--- src/rtl/pc_fetch_if.sv ---
// pc_fetch_if: IF-stage next-PC bus between the fetch unit and its
// neighbours (adder, hazard unit, ID/EX redirect sources, I-mem).
interface pc_fetch_if;
   logic        Stall_PC;
   logic [31:0] PCPlus4_In;
   logic        Branch_Taken;
   logic [31:0] Branch_Target;
   logic        Jump;
   logic [31:0] Jump_Target;
   logic [31:0] PC_Out;
   logic        Flush_IFID;
   logic        Fetch_Valid;
   logic        Redirect_Pending;
   logic        Misalign_Err;
   logic [31:0] Fetch_Count;

   modport slave (
      input  Stall_PC, PCPlus4_In, Branch_Taken, Branch_Target, Jump, Jump_Target,
      output PC_Out, Flush_IFID, Fetch_Valid, Redirect_Pending, Misalign_Err, Fetch_Count
   );

   modport master (
      output Stall_PC, PCPlus4_In, Branch_Taken, Branch_Target, Jump, Jump_Target,
      input  PC_Out, Flush_IFID, Fetch_Valid, Redirect_Pending, Misalign_Err, Fetch_Count
   );
endinterface

--- src/rtl/pc_fetch_unit.sv ---
// pc_fetch_unit: PC register and next-PC arbitration for the IF stage.
// Optional fetch counter enabled by defining PC_FETCH_COUNT_EN; without it
// Fetch_Count is tied to zero.
//
// state | meaning
// RUN   | normal sequential fetch, redirects applied immediately
// HOLD  | stalled with no redirect outstanding
// PEND  | stalled with a redirect latched, applied on stall release
module pc_fetch_unit #(
   parameter logic [31:0] RESET_PC = 32'h0000_0000
) (
   input logic       Clk,
   input logic       Rst,
   pc_fetch_if.slave bus
);

   typedef enum logic [1:0] {
      ST_RUN  = 2'd0,
      ST_HOLD = 2'd1,
      ST_PEND = 2'd2
   } state_t;

   state_t      r_state;
   logic [31:0] r_pc;
   logic [31:0] r_pend_tgt;
   logic        r_flush;
   logic        r_fv;
   logic        r_rp;
   logic        r_mis;

   logic        w_redirect;
   logic [31:0] w_sel_tgt;
   logic        w_fv_next;

   // Branch wins over jump: the branch belongs to the older instruction.
   assign w_redirect = bus.Branch_Taken | bus.Jump;
   assign w_sel_tgt  = bus.Branch_Taken ? bus.Branch_Target : bus.Jump_Target;
   assign w_fv_next  = (r_state != ST_PEND) && !w_redirect && !bus.Stall_PC;

   // Main FSM: PC update, redirect latching and registered status outputs.
   always_ff @(posedge Clk or posedge Rst) begin
      if (Rst) begin
         r_state    <= ST_RUN;
         r_pc       <= RESET_PC;
         r_pend_tgt <= 32'h0;
         r_flush    <= 1'b0;
         r_fv       <= 1'b0;
         r_rp       <= 1'b0;
         r_mis      <= 1'b0;
      end else begin
         r_flush <= 1'b0;
         r_fv    <= w_fv_next;
         case (r_state)
            ST_PEND: begin
               // Redirects seen while pending come from a squashed path.
               if (!bus.Stall_PC) begin
                  r_pc    <= {r_pend_tgt[31:2], 2'b00};
                  r_flush <= 1'b1;
                  r_rp    <= 1'b0;
                  r_state <= ST_RUN;
                  if (|r_pend_tgt[1:0]) r_mis <= 1'b1;
               end
            end
            default: begin
               if (w_redirect && !bus.Stall_PC) begin
                  r_pc    <= {w_sel_tgt[31:2], 2'b00};
                  r_flush <= 1'b1;
                  r_state <= ST_RUN;
                  if (|w_sel_tgt[1:0]) r_mis <= 1'b1;
               end else if (w_redirect) begin
                  r_pend_tgt <= w_sel_tgt;
                  r_rp       <= 1'b1;
                  r_state    <= ST_PEND;
               end else if (bus.Stall_PC) begin
                  r_state <= ST_HOLD;
               end else begin
                  r_pc    <= bus.PCPlus4_In;
                  r_state <= ST_RUN;
               end
            end
         endcase
      end
   end

   assign bus.PC_Out           = r_pc;
   assign bus.Flush_IFID       = r_flush;
   assign bus.Fetch_Valid      = r_fv;
   assign bus.Redirect_Pending = r_rp;
   assign bus.Misalign_Err     = r_mis;

`ifdef PC_FETCH_COUNT_EN
   logic [31:0] r_fetch_cnt;

   // Count every edge on which Fetch_Valid is (re)asserted; wraps naturally.
   always_ff @(posedge Clk or posedge Rst) begin
      if (Rst) r_fetch_cnt <= 32'h0;
      else if (w_fv_next) r_fetch_cnt <= r_fetch_cnt + 32'd1;
   end

   assign bus.Fetch_Count = r_fetch_cnt;
`else
   assign bus.Fetch_Count = 32'h0;
`endif

endmodule
--- src/flat_wrapper.sv ---
// flat-port wrapper written by rule: the top's interface ports become plain ports
module pc_fetch_unit_flat 
#(
   parameter logic [31:0] RESET_PC = 32'h0000_0000
)
  (Clk, Rst, bus_Stall_PC, bus_PCPlus4_In, bus_Branch_Taken, bus_Branch_Target, bus_Jump, bus_Jump_Target, bus_PC_Out, bus_Flush_IFID, bus_Fetch_Valid, bus_Redirect_Pending, bus_Misalign_Err, bus_Fetch_Count);
  pc_fetch_if bus_i ();
  input logic Clk;
  input logic Rst;
  input wire logic [$bits(bus_i.Stall_PC)-1:0] bus_Stall_PC;
  input wire logic [$bits(bus_i.PCPlus4_In)-1:0] bus_PCPlus4_In;
  input wire logic [$bits(bus_i.Branch_Taken)-1:0] bus_Branch_Taken;
  input wire logic [$bits(bus_i.Branch_Target)-1:0] bus_Branch_Target;
  input wire logic [$bits(bus_i.Jump)-1:0] bus_Jump;
  input wire logic [$bits(bus_i.Jump_Target)-1:0] bus_Jump_Target;
  output wire logic [$bits(bus_i.PC_Out)-1:0] bus_PC_Out;
  output wire logic [$bits(bus_i.Flush_IFID)-1:0] bus_Flush_IFID;
  output wire logic [$bits(bus_i.Fetch_Valid)-1:0] bus_Fetch_Valid;
  output wire logic [$bits(bus_i.Redirect_Pending)-1:0] bus_Redirect_Pending;
  output wire logic [$bits(bus_i.Misalign_Err)-1:0] bus_Misalign_Err;
  output wire logic [$bits(bus_i.Fetch_Count)-1:0] bus_Fetch_Count;
  assign bus_i.Stall_PC = bus_Stall_PC;
  assign bus_i.PCPlus4_In = bus_PCPlus4_In;
  assign bus_i.Branch_Taken = bus_Branch_Taken;
  assign bus_i.Branch_Target = bus_Branch_Target;
  assign bus_i.Jump = bus_Jump;
  assign bus_i.Jump_Target = bus_Jump_Target;
  assign bus_PC_Out = bus_i.PC_Out;
  assign bus_Flush_IFID = bus_i.Flush_IFID;
  assign bus_Fetch_Valid = bus_i.Fetch_Valid;
  assign bus_Redirect_Pending = bus_i.Redirect_Pending;
  assign bus_Misalign_Err = bus_i.Misalign_Err;
  assign bus_Fetch_Count = bus_i.Fetch_Count;
  pc_fetch_unit #(.RESET_PC(RESET_PC)) u_core (.Clk(Clk), .Rst(Rst), .bus(bus_i));
endmodule
--- config.mk ---
export PLATFORM = sky130hd
export DESIGN_NAME = pc_fetch_unit_flat
export DESIGN_NICKNAME = d
export VERILOG_FILES = /design/src/rtl/pc_fetch_if.sv /design/src/rtl/pc_fetch_unit.sv /design/src/flat_wrapper.sv
export SDC_FILE = /design/constraint.sdc
export NUM_CORES = 1
export LEC_CHECK = 0
export BUFFER_PORTS_ARGS = -buffer_cell sky130_fd_sc_hd__clkbuf_2
export CELL_PAD_IN_SITES_DETAIL_PLACEMENT = 0
export CELL_PAD_IN_SITES_GLOBAL_PLACEMENT = 1
export CORE_MARGIN = 1.5
export CORE_UTILIZATION = 30
export DETAILED_ROUTE_END_ITERATION = 8
export PLACE_DENSITY = 0.66
export SLEW_MARGIN = 10
export SYNTH_ARGS = -nofsm -noshare
export SYNTH_HDL_FRONTEND = slang
export SYNTH_SLANG_ARGS = --single-unit
--- constraint.sdc ---
create_clock -name Clk -period 3.3 [get_ports Clk]
set_input_delay 0.66 -clock Clk [delete_from_list [all_inputs] [get_ports Clk]]
set_output_delay 0.66 -clock Clk [all_outputs]
set_load 0.01 [all_outputs]
==> results of run 1 <==
[final cells by class]
| cell class | count | area share |
|---|---|---|
| multi-input cells | 267 | 0.416 |
| flip-flops and latches | 70 | 0.336 |
| repair buffers | 144 | 0.147 |
| clock buffers | 11 | 0.0465 |
| well taps | 180 | 0.0432 |
| clock inverters | 4 | 0.00911 |
| inverters | 3 | 0.00216 |
[cell usage in the layout (no fill, tap or decap)]
| master | synthesis | final |
|---|---|---|
| a21o_1 | 1 | 1 |
| clkbuf_8 | 0 | 1 |
| clkbuf_1 | 9 | 1 |
| o21ai_2 | 1 | 1 |
| mux2_1 | 34 | 34 |
| nor2b_4 | 0 | 1 |
| nor2_1 | 3 | 3 |
| mux2_2 | 58 | 58 |
| clkinv_2 | 0 | 2 |
| inv_2 | 0 | 1 |
| a22oi_1 | 1 | 1 |
| a21oi_1 | 30 | 30 |
| dfrtp_1 | 70 | 70 |
| mux2i_1 | 29 | 29 |
| o21ai_0 | 1 | 1 |
| or2_1 | 1 | 1 |
| bufinv_16 | 0 | 1 |
| mux2_4 | 3 | 3 |
| buf_4 | 32 | 7 |
| clkinvlp_4 | 0 | 1 |
| conb_1 | 1 | 32 |
| clkbuf_16 | 0 | 9 |
| o21ai_1 | 1 | 1 |
| clkbuf_2 | 0 | 135 |
| o31ai_1 | 1 | 1 |
| and2_1 | 1 | 1 |
| nor3_2 | 2 | 2 |
| nor2_4 | 1 | 1 |
| o221ai_1 | 1 | 1 |
| nor2b_1 | 35 | 34 |
| o22ai_1 | 29 | 29 |
| a22o_1 | 2 | 2 |
| buf_12 | 0 | 2 |
| inv_1 | 3 | 2 |
[state kept, by name (all words and copies together), names as in the netlist]
name                         cells
u_core.bus.Misalign_Err          1
u_core.bus.Fetch_Valid           1
u_core.bus.Redirect_Pending      1
u_core.bus.Flush_IFID            1
u_core.r_state                   2
u_core.bus.PC_Out               32
u_core.r_pend_tgt               32
[how the worst max path moves through the flow]
stage | start | end | slack (ps) | cells after the start
global placement | bus_Branch_Taken | u_core.r_pend_tgt[24] | 860 | 4
finish | u_core.r_state[0] | u_core.bus.PC_Out[14] | 1210 | 4
global route | u_core.r_state[0] | u_core.bus.PC_Out[14] | 1040 | 4
floorplan | Rst | u_core.bus.Fetch_Valid | 870 | 1
CTS | u_core.r_state[0] | u_core.bus.PC_Out[14] | 1160 | 4
detailed placement | bus_Branch_Taken | u_core.r_pend_tgt[24] | 840 | 4
[per-stage QoR]
step	instance area, um^2	total power [uW]
after floorplan	4400	1470
after global placement	4930	1630
after detailed placement	4930	1640
after CTS	5220	2610
after global routing	5220	2730
final	5220	2570
[kinds of logic (layout without fill, tap and decap cells)]
group | after synthesis | count (layout)
muxes | 124 | 124
other | 1 | 32
buffers and inverters | 65 | 162
DFF | 70 | 70
and+or+nand+nor | 43 | 43
AOI/OAI and AO/OA | 68 | 68
[power by group through the flow]
stage          combinational [uW]  clock, uW  sequential [uW]
2_1_floorplan                 368          0             1100
3_3_place_gp                  538          0             1090
3_5_place_dp                  548          0             1090
4_1_cts                       550        985             1080
5_1_grt                       603       1030             1090
6_report                      539        953             1070
[layer usage]
layer | wire length (um) | vias up
li1 | - | 1504
met1 | 4590 | 1496
met2 | 4480 | 100
met3 | 652 | 11
met4 | 118 | 0
met5 | 0 | -
==> flow_results.org, run 1 <==
** Floorplan
- In this run the standard cell core region covers approximately 14000 um^2.
- ~170 I/O pins were placed.
- Die area :: 15000 um^2
- Width of the die :: between 100 and 150 um
- Initial core utilization :: 0.308
- Die span in y :: 122 um
- Floorplan row count :: 43

** Clock network
- TritonCTS built the clock tree.
- CTS Root Cell :: clkbuf_16
- Hold-fix buffer count after cts :: 0
- The clock reaches the later pin of the worst-skew pair after approximately 330 ps.
- The clock tree synthesis step divided the H-tree into 3 levels.
- Gates resized during post-CTS repair numbered 0.
- TritonCTS Buffers :: 9
- CTS Sinks :: 70
- Post-CTS timing repair inserted 0 buffers for setup.
- Clock-pin slew was measured on the worst setup and hold paths at 50 ps.
- No sink is reached through more buffers than the 2 on the longest clock path.

** Routing
- Wires add up to between 9000 and 10000 um.
- The detailed router placed slightly above 3000 vias in this run.
- Number of antenna-violating nets in the routed design :: 0
- DRT Pass-1 Iters :: 3
- Drt wl/cell :: around 14 um
- In this run, the number of DRC markers left after iteration 0 of detailed routing was 113.
- DRC :: 0
- In the routed layout, each cell is associated on average with a via count of 4.58.

** GRT
- Entering global routing, the biggest net connects 38 pins.
- For met1 alone, demand over resource in global routing was 0.179.
- The initial antenna violation count is 0.
- The first global-routing pass estimated 15400 um of wire.
- In the global route stage, overall resource usage came out at 0.133.
- The total overflow left after global routing is 0.
- Met3 usage :: 0.0362
- Most used routing layer in global routing :: met2
- The number of global-route vias before repair is 3000.
- For met2 alone, demand over resource in global routing was 0.206.

** Placement
- Input and output buffers added on the ports amount to roughly 140.
- The number of placed instances, taps included, is about 660.
- At the end of routability-driven placement, the weighted congestion stood at about 0.69.
- Detailed Place HPWL :: 6990 um
- DP Worst Slack :: around 840 ps

** Critical path
- The slowest stage of the critical path belongs to the cell or2_1.
- Reg-to-reg setup timing slack :: around 1200 ps
- The worst setup path is launched from a register.
- Peak per-stage delay on the critical path :: 620 ps
- Nature of the critical path endpoint :: register
- Data arrives at the worst endpoint at between 2000 and 2500 ps.
- The number of buffers and inverters on the critical path is 1.
- The worst setup path is of the register to register kind.
- Along the worst path, the maximum fanout reaches 19.
- The critical path goes through nor2b_4, or2_1, buf_4, o22ai_1.
- For the worst setup path, the data required time is ~3500 ps.
- Worst reg2reg path startpoint :: u_core.r_state[0]
- Counting cells, the worst reg-to-reg path comes to 4.
- Critical R2R Capture :: u_core.bus.PC_Out[14]
- Largest delay share family, worst path :: simple AND/OR/NAND/NOR gates

** Synth
- Compound-gate portion of the synthesized area :: 0.0932
- Dominant combinational cell family by area after synthesis :: multiplexers
- Fraction of synthesis flops using an asynchronous set or reset pin :: 1.00
- Cell taking the most area after synthesis :: dfrtp_1
- Among all flip-flop cells after synthesis, the most frequent one is dfrtp_1.
- Adder and majority gate portion of the synthesized area :: 0
- Ranked by instance count, the synthesized netlist is headed by 70 x dfrtp_1, 58 x mux2_2, 35 x nor2b_1.
- After synthesis, the share of cell area in mux cells is 0.320.
- Of the total synthesized cell area, the portion taken by AND, OR, NAND and NOR gates is 0.0640.
- For this run, the register share of the synthesized area comes to 0.409.
- Number of flops mapped to enable cells by yosys :: 0
- Synthesis-stage register bit count :: 70
- Top cell type's share of synthesized area :: 0.409
- The average instance in the mapped netlist occupies between 10 and 15 um^2.
- Ranked by total cell area, the synthesized netlist is headed by dfrtp_1 41%, mux2_2 15%, mux2_1 8.9%.
- Among all cell types in the netlist, the one instantiated most often is dfrtp_1.
- Synth cell types :: 28
- Count of warnings emitted by yosys :: 0
- Xor/xnor cell area share of the yosys netlist :: 0
- Post-synthesis cell area :: about 4300 um^2
- Gate count after technology mapping :: approximately 370

** Timing
- On the final layout, the worst hold slack is 456 ps.
- Pins over their slew limit :: 0
- In this run the tightest slew margin relative to its limit is 0.478.
- Final setup violation count :: 0
- The worst path in the final design needs a cycle of about 2100 ps, including I/O delays and setup.
- At the pin with the least slew margin, the transition time is 782 ps.
- Setup slack closes at approximately 1200 ps.
- Derived from the worst setup path, the maximum achievable clock frequency is about 480 MHz.
- Post-route setup TNS :: 0 ps
- The clock arrives with 5.01 ps of skew.
- Setup repair after global routing left no endpoint under its margin.
- Final cycle utilization of the critical path :: 0.633
- The final number of hold-violating endpoints is 0.

** Power and ir drop
- For this design the ratio of total power to cell area is 492 nW/um^2.
- Cell internal power was estimated by the tool at ~1900 uW.
- Largest voltage drop on the vdd net :: about 0.00022 V
- Portion of total power attributed to the clock network :: 0.371
- Of the total power, registers draw 0.419.
- The analysis attributes to cell leakage a power of between 0.002 and 0.0025 uW.
- Comb power frac :: 0.210
- The analysis attributes to net switching a power of 695 uW.
- Of the total power, the share spent switching nets is 0.271.

** Layout
- Fillers :: 1398
- The repair_antennas step left the layout with diodes totalling 0.
- Final net count :: 596
- In the final layout, the multi-input gates occupy about 2200 um^2.
- Across the whole layout, storage elements account for roughly 1800 um^2.
- Signed area change from the synthesized netlist to the final layout :: 21.9%
- Finished Core Util :: 0.376
- The finished layout holds just under 700 standard cells, fillers aside.
- In the final layout, the share of cells above drive strength 1 is 0.451.

** Worst hold path
- The min-delay analysis places its worst path in the category input pin to asynchronous set/reset pin.

** Job
- Max-cap violations in this run came to 0.

** Status
- The flow ran to the end, and the final reports show no timing, DRC or antenna violations.
Power figures use the tool's default switching activity.
==> run 2, diff against run 1 <==
- PLACE_DENSITY: 0.66 -> 0.69
- clock period: 3.3 -> 1.9 ns (I/O delays scaled with it)
==> flow_results.org, run 2 (synthesized netlist as in run 1, its figures left out) <==
** Routing
- The remaining design rule violation count is 0 (unchanged).
- The first-pass detailed-route iteration total came to 4 (+1).
- Met2 WL :: 5050 um (+13%)
- Number of vias after detailed routing :: 3222 (+3.6%)
- The average wire per cell in the routed design was 15.1 um (+4.1%).
- Wire length on met1 :: 4640 um (+1.3%)
- Number of vias per cell :: 4.69 (+2.4%)
- Drt initial violations :: 75 (-34%)
- Highest metal layer with signal wires :: met4
- The sum of routed wire length over all layers was 10400 um (+5.4%).
- The number of nets with antenna violations after routing came to 0 (unchanged).
- Routed length on met3 :: 574 um (-12%)

** Timing
- Fmax :: 661 MHz (+38%)
- Setup repair after global routing left no endpoint under its margin.
- Fin Clk Skew :: 7.50 ps (+2.49 ps)
- Pins over their slew limit :: 0 (unchanged)
- Final hold slack :: 49.8 ps (-406 ps)
- Post-route setup TNS :: 0 ps (unchanged)
- The final number of hold-violating endpoints was 0 (unchanged).
- Final setup violation count :: 0 (unchanged)
- The post-route clock period utilization was 0.796 (+0.162).
- The minimum period implied by the final worst setup slack is 1510 ps (-579 ps).

** Layout
- Final net count :: 603 (+1.2%)
- The total area of multi-input combinational cells is 2170 um^2 (unchanged).
- The count of fill cells added during filler insertion came to 1359 (-2.8%).
- Storage cell area :: 1750 um^2 (unchanged)
- The post-route cell area was 5350 um^2 (+2.5%).
- Leaving out fill and tap cells, the most frequent cell in the layout is clkbuf_2.
- Ratio of cells with drive above 1 in the final layout :: 0.458 (+0.00669)
- The area growth from synthesis to layout is 25.0%.
- In the layout the commonest cells are 135 x clkbuf_2, 70 x dfrtp_1, 58 x mux2_2, 34 x mux2_1, 34 x nor2b_1.
- The final standard cell count with taps included and fillers excluded came to 687 (+1.2%).
- Diode insertion count for antenna repair :: 0 (unchanged)

** Power and ir drop
- The design internal power came to 3420 uW (+82%).
- Leak pwr :: 0.00252 uW (+2.6%)
- Comb power frac :: 0.208 (-0.002)
- Switching power :: 1240 uW (+78%)
- The total design power came to 4650 uW (+81%).
- The maximum resistive drop on vdd is 0.000356 V (+60%).
- Fraction of power spent switching nets :: 0.266 (-0.00490)
- The cell area power density is 869 nW/um^2 (+77%).
- The clock power share was 0.389 (+0.018).
- Portion of total power attributed to sequential cells :: 0.402 (-0.017)

** Clock network
- Insertion delay of the later-clocked pin in the worst-skew pair :: 330 ps (about the same)
- CTS tree :: yes
- The post-cts gate resize count came to 0 (unchanged).
- The buffers inserted during post-CTS setup optimization is 0 (unchanged).
- The CTS H-tree depth came to 3 (unchanged).
- Clock buffer depth :: 2 (unchanged)
- CTS Root Cell :: clkbuf_16
- The clock-pin slew reported for the worst setup and hold paths after clock tree synthesis was 60 ps (about the same).
- The number of clock sinks seen by CTS was 70 (unchanged).
- Hold-fix buffer count after cts :: 0 (unchanged)
- TritonCTS Buffers :: 9 (unchanged)

** Status
- The run finished with clean final reports.

** GRT
- The maximum number of pins on one net before global-route repair is 39 (+2.6%).
- Overflow left after global routing :: 0 (unchanged)
- The initial antenna violation count is 0 (unchanged).
- The number of global-route vias before repair is 3365 (+12%).
- The total global routing track utilization is 0.144 (+0.0103).
- Global-route wire length before repair :: 16500 um (+7.3%)

** Placement
- The total cell area at the placement stage was 5030 um^2 (+2.2%).
- The detailed placement HPWL was 7540 um (+7.8%).
- The quantity of I/O buffers inserted on ports was 136 (unchanged).
- The placed instance count is 671 (+1.1%).
- Routability Congestion :: 0.685 (-1.3%)

** Critical path
- Arrival time of data at the critical path endpoint :: 1710 ps (-580 ps)
- Crit Path Max Fanout :: 18 (-1)
- Required time of the worst setup path :: 2100 ps (-1400 ps)
- STA classifies the critical path endpoint as a register.
- The worst setup path is launched from a register.
- The setup path with the least slack is of type register to register.

** Floorplan
- Initial core utilization :: 0.308 (unchanged)
- Die area :: 15000 um^2 (unchanged)
- The die boundary height is 122 um (unchanged).
- The number of I/O pins was 169 (unchanged).
- The count of standard-cell rows came to 43 (unchanged).
- The die outline width came to 122 um (unchanged).
- The core outline area is 13900 um^2 (unchanged).

** Worst hold path
- Worst min-delay path class :: input pin to asynchronous set/reset pin

** Job
- Number of maximum-capacitance constraint violations :: 0 (unchanged)
==> run 2: cell type report <==
type                       instances  area share
multi-input combinational        267       0.406
sequential                        70       0.327
inverter                           3     0.00281
clock inverter                     4      0.0131
clock buffer                      12      0.0461
timing repair buffer             151       0.163
tap                              180      0.0421
==> run 2: critical path, cell delays in order, from the launching register on <==
cell     delay (ps)
dfrtp_1         400
nor2b_4         170
or2_1           330
buf_4           340
o22ai_1         140
==> run 2: metal layers <==
metal  up-vias  GRT usage
met2       107      0.242
met4         0     0.0465
met5         -          0
li1       1527          -
met3         9     0.0390
met1      1579      0.178
==> run 2: per-stage QoR <==
stage               setup WS [ps]   util
floorplan                     486      -
CTS                           348  0.386
global placement              274  0.363
detailed placement            292  0.363
global route                  292  0.386
finish                        388  0.386
==> run 2: final timing paths <==
check                                      startpoint                    end  slack, ps  depth (start not counted)
worst max-delay path                u_core.r_state[0]  u_core.bus.PC_Out[17]        390                          4
worst min-delay path                              Rst  u_core.bus.PC_Out[23]         50                          2
worst max register to register      u_core.r_state[0]  u_core.bus.PC_Out[17]        390                          4
worst min register to register   u_core.r_pend_tgt[1]   u_core.r_pend_tgt[1]        480                          1
max in group asynchronous                         Rst  u_core.r_pend_tgt[15]       1290                          3
min in group Clk                bus_Branch_Target[31]  u_core.bus.PC_Out[31]        350                          3
==> run 2: power groups by stage <==
stage / logic (uW) / clock network (uW) / registers, uW
final: 969 / 1810 / 1870
after global routing: 1080 / 1930 / 1900
after CTS: 989 / 1860 / 1870
after detailed placement: 985 / 0 / 1900
after global placement: 959 / 0 / 1890
after floorplan: 640 / 0 / 1910
